## config.mk

```make
export PLATFORM = sky130hd
export DESIGN_NAME = spi_frame_monitor
export DESIGN_NICKNAME = d
export VERILOG_FILES = /design/src/rtl/spi_mon_pkg.sv /design/src/rtl/spi_mon_shift.sv /design/src/rtl/spi_frame_monitor.sv
export SDC_FILE = /design/constraint.sdc
export NUM_CORES = 1
export LEC_CHECK = 0
export ABC_CLOCK_PERIOD_IN_PS = 2680
export CELL_PAD_IN_SITES_DETAIL_PLACEMENT = 1
export CELL_PAD_IN_SITES_GLOBAL_PLACEMENT = 2
export CORE_ASPECT_RATIO = 0.8
export CORE_MARGIN = 2
export CORE_UTILIZATION = 30
export CTS_CLUSTER_SIZE = 14
export DETAILED_ROUTE_END_ITERATION = 8
export PLACE_DENSITY = 0.79
export RECOVER_POWER = 25
export SLEW_MARGIN = 30
export SYNTH_ARGS = -nofsm -noshare
export SYNTH_HDL_FRONTEND = slang
export SYNTH_HIERARCHICAL = 1
export SYNTH_SLANG_ARGS = --single-unit
```

## constraint.sdc

```tcl
create_clock -name clk -period 2.68 [get_ports clk]
set_clock_uncertainty 0.1 [all_clocks]
set_input_delay 0.804 -clock clk [delete_from_list [all_inputs] [get_ports clk]]
set_output_delay 0.804 -clock clk [all_outputs]
set_load 0.03 [all_outputs]
```

## src/rtl/spi_mon_pkg.sv

```systemverilog
// Shared types and constants for the SPI RAM link frame monitor.
//   spi_cmd_e        : 2-bit frame command, sent MSB first on MOSI
//   spi_mon_state_e  : frame tracking state of spi_frame_monitor
//   CMD_W            : command field width in bits
package spi_mon_pkg;

    localparam int CMD_W = 2;

    typedef enum logic [CMD_W-1:0] {
        WR_ADDR = 2'b00,
        WR_DATA = 2'b01,
        RD_ADDR = 2'b10,
        RD_DATA = 2'b11
    } spi_cmd_e;

    typedef enum logic [2:0] {
        IDLE     = 3'd0,
        CMD      = 3'd1,
        PAYLOAD  = 3'd2,
        TURN     = 3'd3,
        RDBACK   = 3'd4,
        END      = 3'd5,
        WAIT_END = 3'd6
    } spi_mon_state_e;

endpackage

```

## src/rtl/spi_mon_shift.sv

```systemverilog
// Serial-in shift register with a bit down-counter.
//   clk, rst : clock and synchronous active-high reset
//   clr      : reload the bit counter for a new field
//   en       : shift din in (MSB first) this edge
//   data     : shifted-in field
//   done     : high during the edge that shifts in the last of DATA_W bits
module spi_mon_shift #(
    parameter int DATA_W = 8
) (
    input  logic              clk,
    input  logic              rst,
    input  logic              clr,
    input  logic              en,
    input  logic              din,
    output logic [DATA_W-1:0] data,
    output logic              done
);

    localparam int BCW = $clog2(DATA_W + 1);
    localparam logic [BCW-1:0] LOAD = BCW'(DATA_W - 1);

    logic [BCW-1:0] bit_cnt;

    assign done = en && (bit_cnt == '0);

    always_ff @(posedge clk) begin
        if (rst) begin
            data    <= '0;
            bit_cnt <= LOAD;
        end else if (clr) begin
            bit_cnt <= LOAD;
        end else if (en) begin
            data    <= {data[DATA_W-2:0], din};
            bit_cnt <= bit_cnt - 1'b1;
        end
    end

endmodule

```

## src/rtl/spi_frame_monitor.sv

```systemverilog
// Passive monitor for the SPI RAM slave link: decodes command + payload,
// captures read-back data, checks frame length and address/data ordering.
//   clk, rst              : clock, synchronous active-high reset
//   SS_n, MOSI, MISO      : observed SPI lines (one bit per clk edge)
//   err_clr               : clears the sticky error flags
//   frame_valid/cmd/payload, rd_data/rd_data_valid : completed good frame
//   err_short/long/order  : sticky error flags
//   cnt_wr/cnt_rd/cnt_err : saturating frame counters
//
// state    | meaning
// IDLE     | waiting for SS_n low (armed); samples cmd MSB
// CMD      | samples cmd LSB
// PAYLOAD  | shifting DATA_W MOSI payload bits
// TURN     | TURN_CYC dummy cycles before read-back (RD_DATA only)
// RDBACK   | shifting DATA_W MISO bits (RD_DATA only)
// END      | expected length reached; SS_n must be high now
// WAIT_END | over-long frame, waiting for SS_n high
module spi_frame_monitor
    import spi_mon_pkg::*;
#(
    parameter int DATA_W       = 8,
    parameter int TURN_CYC     = 1,
    parameter int CNT_W        = 16,
    parameter int STRICT_ORDER = 1
) (
    input  logic              clk,
    input  logic              rst,
    input  logic              SS_n,
    input  logic              MOSI,
    input  logic              MISO,
    input  logic              err_clr,
    output logic              frame_valid,
    output logic [CMD_W-1:0]  frame_cmd,
    output logic [DATA_W-1:0] frame_payload,
    output logic [DATA_W-1:0] rd_data,
    output logic              rd_data_valid,
    output logic              err_short,
    output logic              err_long,
    output logic              err_order,
    output logic [CNT_W-1:0]  cnt_wr,
    output logic [CNT_W-1:0]  cnt_rd,
    output logic [CNT_W-1:0]  cnt_err
);

    localparam logic [1:0] TURN_LOAD = (TURN_CYC > 0) ? 2'(TURN_CYC - 1) : 2'd0;

    spi_mon_state_e    state, state_d;
    logic              armed, pending_wr, pending_rd;
    logic [CMD_W-1:0]  cmd_q;
    logic [1:0]        turn_cnt;
    logic [DATA_W-1:0] mosi_data, miso_data;
    logic              mosi_done, miso_done;
    logic              set_short, set_long, frame_done, order_err, is_rd_data;

    function automatic logic [CNT_W-1:0] sat_inc(input logic [CNT_W-1:0] v);
        return (v == {CNT_W{1'b1}}) ? v : v + 1'b1;
    endfunction

    spi_mon_shift #(.DATA_W(DATA_W)) u_mosi (
        .clk  (clk),
        .rst  (rst),
        .clr  (state == IDLE),
        .en   ((state == PAYLOAD) && !SS_n),
        .din  (MOSI),
        .data (mosi_data),
        .done (mosi_done)
    );

    spi_mon_shift #(.DATA_W(DATA_W)) u_miso (
        .clk  (clk),
        .rst  (rst),
        .clr  (state == IDLE),
        .en   ((state == RDBACK) && !SS_n),
        .din  (MISO),
        .data (miso_data),
        .done (miso_done)
    );

    assign is_rd_data = (cmd_q == RD_DATA);
    assign order_err  = frame_done && (STRICT_ORDER != 0) &&
                        (((cmd_q == WR_DATA) && !pending_wr) || (is_rd_data && !pending_rd));

    always_comb begin
        state_d    = state;
        set_short  = 1'b0;
        set_long   = 1'b0;
        frame_done = 1'b0;
        case (state)
            IDLE: if (armed && !SS_n) state_d = CMD;
            CMD: begin
                if (SS_n) begin
                    set_short = 1'b1;
                    state_d   = IDLE;
                end else begin
                    state_d = PAYLOAD;
                end
            end
            PAYLOAD: begin
                if (SS_n) begin
                    set_short = 1'b1;
                    state_d   = IDLE;
                end else if (mosi_done) begin
                    if (!is_rd_data)        state_d = END;
                    else if (TURN_CYC == 0) state_d = RDBACK;
                    else                    state_d = TURN;
                end
            end
            TURN: begin
                if (SS_n) begin
                    set_short = 1'b1;
                    state_d   = IDLE;
                end else if (turn_cnt == 2'd0) begin
                    state_d = RDBACK;
                end
            end
            RDBACK: begin
                if (SS_n) begin
                    set_short = 1'b1;
                    state_d   = IDLE;
                end else if (miso_done) begin
                    state_d = END;
                end
            end
            END: begin
                if (SS_n) begin
                    frame_done = 1'b1;
                    state_d    = IDLE;
                end else begin
                    set_long = 1'b1;
                    state_d  = WAIT_END;
                end
            end
            WAIT_END: if (SS_n) state_d = IDLE;
            default:  state_d = IDLE;
        endcase
    end

    always_ff @(posedge clk) begin
        if (rst) begin
            state         <= IDLE;
            armed         <= 1'b0;
            pending_wr    <= 1'b0;
            pending_rd    <= 1'b0;
            cmd_q         <= '0;
            turn_cnt      <= 2'd0;
            frame_valid   <= 1'b0;
            frame_cmd     <= '0;
            frame_payload <= '0;
            rd_data       <= '0;
            rd_data_valid <= 1'b0;
            err_short     <= 1'b0;
            err_long      <= 1'b0;
            err_order     <= 1'b0;
            cnt_wr        <= '0;
            cnt_rd        <= '0;
            cnt_err       <= '0;
        end else begin
            state         <= state_d;
            frame_valid   <= frame_done;
            rd_data_valid <= frame_done && is_rd_data;
            // A reset mid-frame leaves SS_n low; only a sampled high re-arms.
            if (SS_n) armed <= 1'b1;
            if (((state == IDLE) && (state_d == CMD)) || (state == CMD))
                cmd_q <= {cmd_q[0], MOSI};
            if ((state == PAYLOAD) && (state_d == TURN))
                turn_cnt <= TURN_LOAD;
            else if (state == TURN)
                turn_cnt <= turn_cnt - 2'd1;
            if (frame_done) begin
                frame_cmd     <= cmd_q;
                frame_payload <= mosi_data;
                if (is_rd_data) rd_data <= miso_data;
                case (cmd_q)
                    WR_ADDR: pending_wr <= 1'b1;
                    WR_DATA: pending_wr <= 1'b0;
                    RD_ADDR: pending_rd <= 1'b1;
                    default: pending_rd <= 1'b0;
                endcase
                if (!order_err) begin
                    if (cmd_q[1]) cnt_rd <= sat_inc(cnt_rd);
                    else          cnt_wr <= sat_inc(cnt_wr);
                end
            end
            if (set_short || set_long || order_err) cnt_err <= sat_inc(cnt_err);
            // A new error on the same edge as err_clr survives the clear.
            err_short <= (err_short && !err_clr) || set_short;
            err_long  <= (err_long  && !err_clr) || set_long;
            err_order <= (err_order && !err_clr) || order_err;
        end
    end

endmodule

```

==> run summary <==
Outcome -> finished, final reports clean
Setup Fix Bufs, Post-CTS -> 0
Worst Setup Start Kind -> register
Final setup fails -> 0
Synth-to-Final Area Change -> 28.06%
Met2 global-route usage -> 26.74%
R2r setup slk -> 0.39 ns
Boundary pin count -> 77
CP bufs+invs -> 1
Crit. Startpoint -> cnt_err[2]
Root Buffer -> clkbuf_16
Num CTS Buffers -> 9
Rows -> 41
Dpl cells -> 856
Final Net Count -> 666
FF-to-FF Start -> cnt_wr[2]
Fin. Hold Viols -> 0
FF-to-FF End -> cnt_wr[0]
Buffers on Ports -> 76
Initial antenna violation count -> 0
Diode count -> 0
Power density cells -> 488.5 nW/um^2
Slowest-stage cell, CP -> clkdlybuf4s50_1
Syn avg cell area -> 8.585 sq um
Layout cells sized above 1 -> 10.05%
Synth Cell Area -> 4842 sq um
Final cell count without fillers -> 872
Register-to-Register Path Depth -> 6
Net Switching -> 661.9 uW
Kind of critical path -> reg2out
Max H-tree Level -> 3
Starting Density -> 30.65%
Largest net degree at the start of global routing -> 48
Primary FF master, synth -> dfxtp_1
Vias in the first global route -> 4475
Period Utilization, post-route -> 92.21%
Peak supply drop -> 293.0 uV
Met1 Use GR -> 20.18%
Ys Warns -> 6
CTS sink cnt -> 105
Clock power share -> 45.2%
Least-Margin Pin Slew -> 0.8081 ns
Seq/Total Area, Yosys -> 43.41%
Final WL -> 13.17 mm
GP Congestion -> 0.8132
WP data required -> 1.78 ns
First-pass GRT wire length -> 22.45 mm
Mapped Cells -> 564
EDFF count, synth -> 0
Internal power -> 2367 uW
Rel. slew slack -> 46.13%
Post-route minimum period -> 2.471 ns
DRC errors left -> 0
Dpl hpwl -> 9.580 mm
Peak Freq -> 0.4047 GHz
Sw Ratio -> 21.85%
M3 GR Usage -> 3.798%
Final ANT Viol Nets -> 0
Max-Cap Viols -> 0
CP cell instances -> clkdlybuf4s50_1
Seq pwr share -> 51.9%
Net Count, Synth -> 578
Hold worst-path end -> frame_cmd[0]
Crit-path max FO -> 9
CP max stage delay -> 0.73 ns
Hold WC Path Type -> reg2reg
Hold Path Origin -> frame_cmd[0]
Tot GR Track Use -> 15.81%
Gr ovfl total -> 0
Core Region -> 15800 sq um
Die X -> 146.0 microns
Die area -> 17180 sq um
Clock slew at reported path FFs -> 0.07 ns
FFs w/ async S/R, synth -> 0%
Comb pwr share -> 2.9%
Delay-heaviest family, CP -> buffers and inverters
Commonest non-fill, non-tap cells in the layout -> dfxtp_1, nand2_1, clkdlybuf4s50_1, a21oi_1, nor2_1
Max Buffers Root-to-Sink -> 2
#FFs+latches synth -> 105
Post-route total power -> 3029 uW
First-pass DRT Iterations -> 4
Hold path cells -> 2
Via density -> 4.921
Commonest non-fill, non-tap cell in the layout -> dfxtp_1
Critical path arrival -> 1.57 ns
RSZ-0062 raised after global routing -> false
Worst-skew pair later-pin latency -> 0.35 ns
CP Capture Type -> output pin
CTS tree -> done
Distinct cells, synth -> 60
DR WL/cell -> 15.10 microns
GRT busiest layer -> met2
Vias -> 4291
Iter 0 DRT Violations -> 88
Die H -> 117.6 microns
Slew Limit Fails -> 0
Static leakage -> 0.002048 uW
metrics by stage:
| step | instance area [sq um] | hold slack, ns | TNS [ns] | setup WS, ns | util, % |
|---|---|---|---|---|---|
| 3_3_place_gp | 5959 | 0.3465 | -6.639 | -0.3042 | 37.72 |
| 3_5_place_dp | 5959 | 0.3530 | -10.39 | -0.4775 | 37.72 |
| 2_1_floorplan | 4842 | 0.3322 | 0 | 0.1380 | - |
| 5_1_grt | 6201 | 0.3811 | 0 | 0.1203 | 39.25 |
| 4_1_cts | 6279 | 0.3657 | 0 | 0.01108 | 39.74 |
| 6_report | 6201 | 0.3655 | 0 | 0.2088 | 39.25 |
cells by family after synthesis:
| kind of cell | after synthesis | synth area share (%) |
|---|---|---|
| AND/OR/NAND/NOR | 255 | 27.73 |
| AO/OA/AOI/OAI | 107 | 14.44 |
| flip-flops | 105 | 43.41 |
| buffers and inverters | 46 | 4.341 |
| XOR/XNOR | 36 | 6.512 |
| adder cells (fa/ha/maj) | 8 | 2.067 |
| multiplexers | 7 | 1.499 |
routing by layer:
layer  share of wire [%]  wire length (microns)
met2                  47                   6214
met3                 3.4                    448
met4                 1.2                    164
met1                  48                   6341
met5                   0                      0
layout make-up:
type,count,area (sq um)
fill,1903,9599
multi-input combinational,413,2495
sequential,105,2102
timing repair buffer,109,975.9
tap,215,269.0
clock buffer,11,252.7
clock inverter,5,53.80
inverter,14,52.55
state kept, by name, indices dropped and copies added, names as in the netlist, 2 cells and up:
signal / flops
cnt_rd: 16
cmd_q: 2
u_mosi/bit_cnt: 4
frame_payload: 8
state: 3
u_miso/data: 8
u_miso/bit_cnt: 4
cnt_err: 16
cnt_wr: 16
turn_cnt: 2
u_mosi/data: 8
rd_data: 8
frame_cmd: 2
power by group through the flow:
stage	registers, uW	logic (uW)	clock network, uW
after floorplan	1600	57.5	0
after global placement	1610	90.0	0
after detailed placement	1610	92.3	0
after CTS	1570	93.1	1420
after global routing	1570	96.9	1470
final	1570	87.3	1370
worst max-delay path by stage:
stage | endpoint | slack [ns] | depth (start not counted)
2_1_floorplan | state[1] | 0.14 | 9
3_3_place_gp | state[1] | -0.30 | 9
3_5_place_dp | state[1] | -0.48 | 9
4_1_cts | state[1] | 0.01 | 9
5_1_grt | rd_data[2] | 0.12 | 8
6_report | cnt_err[2] | 0.21 | 1
synthesized netlist by cell type, drive strengths merged (11+ instances only):
cell	number	area [sq um]
a21oi	58	294.0
buf	12	77.58
clkbuf	20	80.08
dfxtp	105	2102
inv	14	52.55
nand2	94	352.8
nand3	11	77.58
nand4	16	100.1
nor2	55	206.5
nor3	15	90.09
o21ai	13	68.82
xnor2	28	245.2
timing repair:
action / 4_1_cts / 5_1_grt
pin swaps: 0 / 0
hold buffers: 0 / 0
gates resized for setup: 2 / 3
endpoints found under the setup margin: 3 / 9
(Power assumes the default switching activity.)
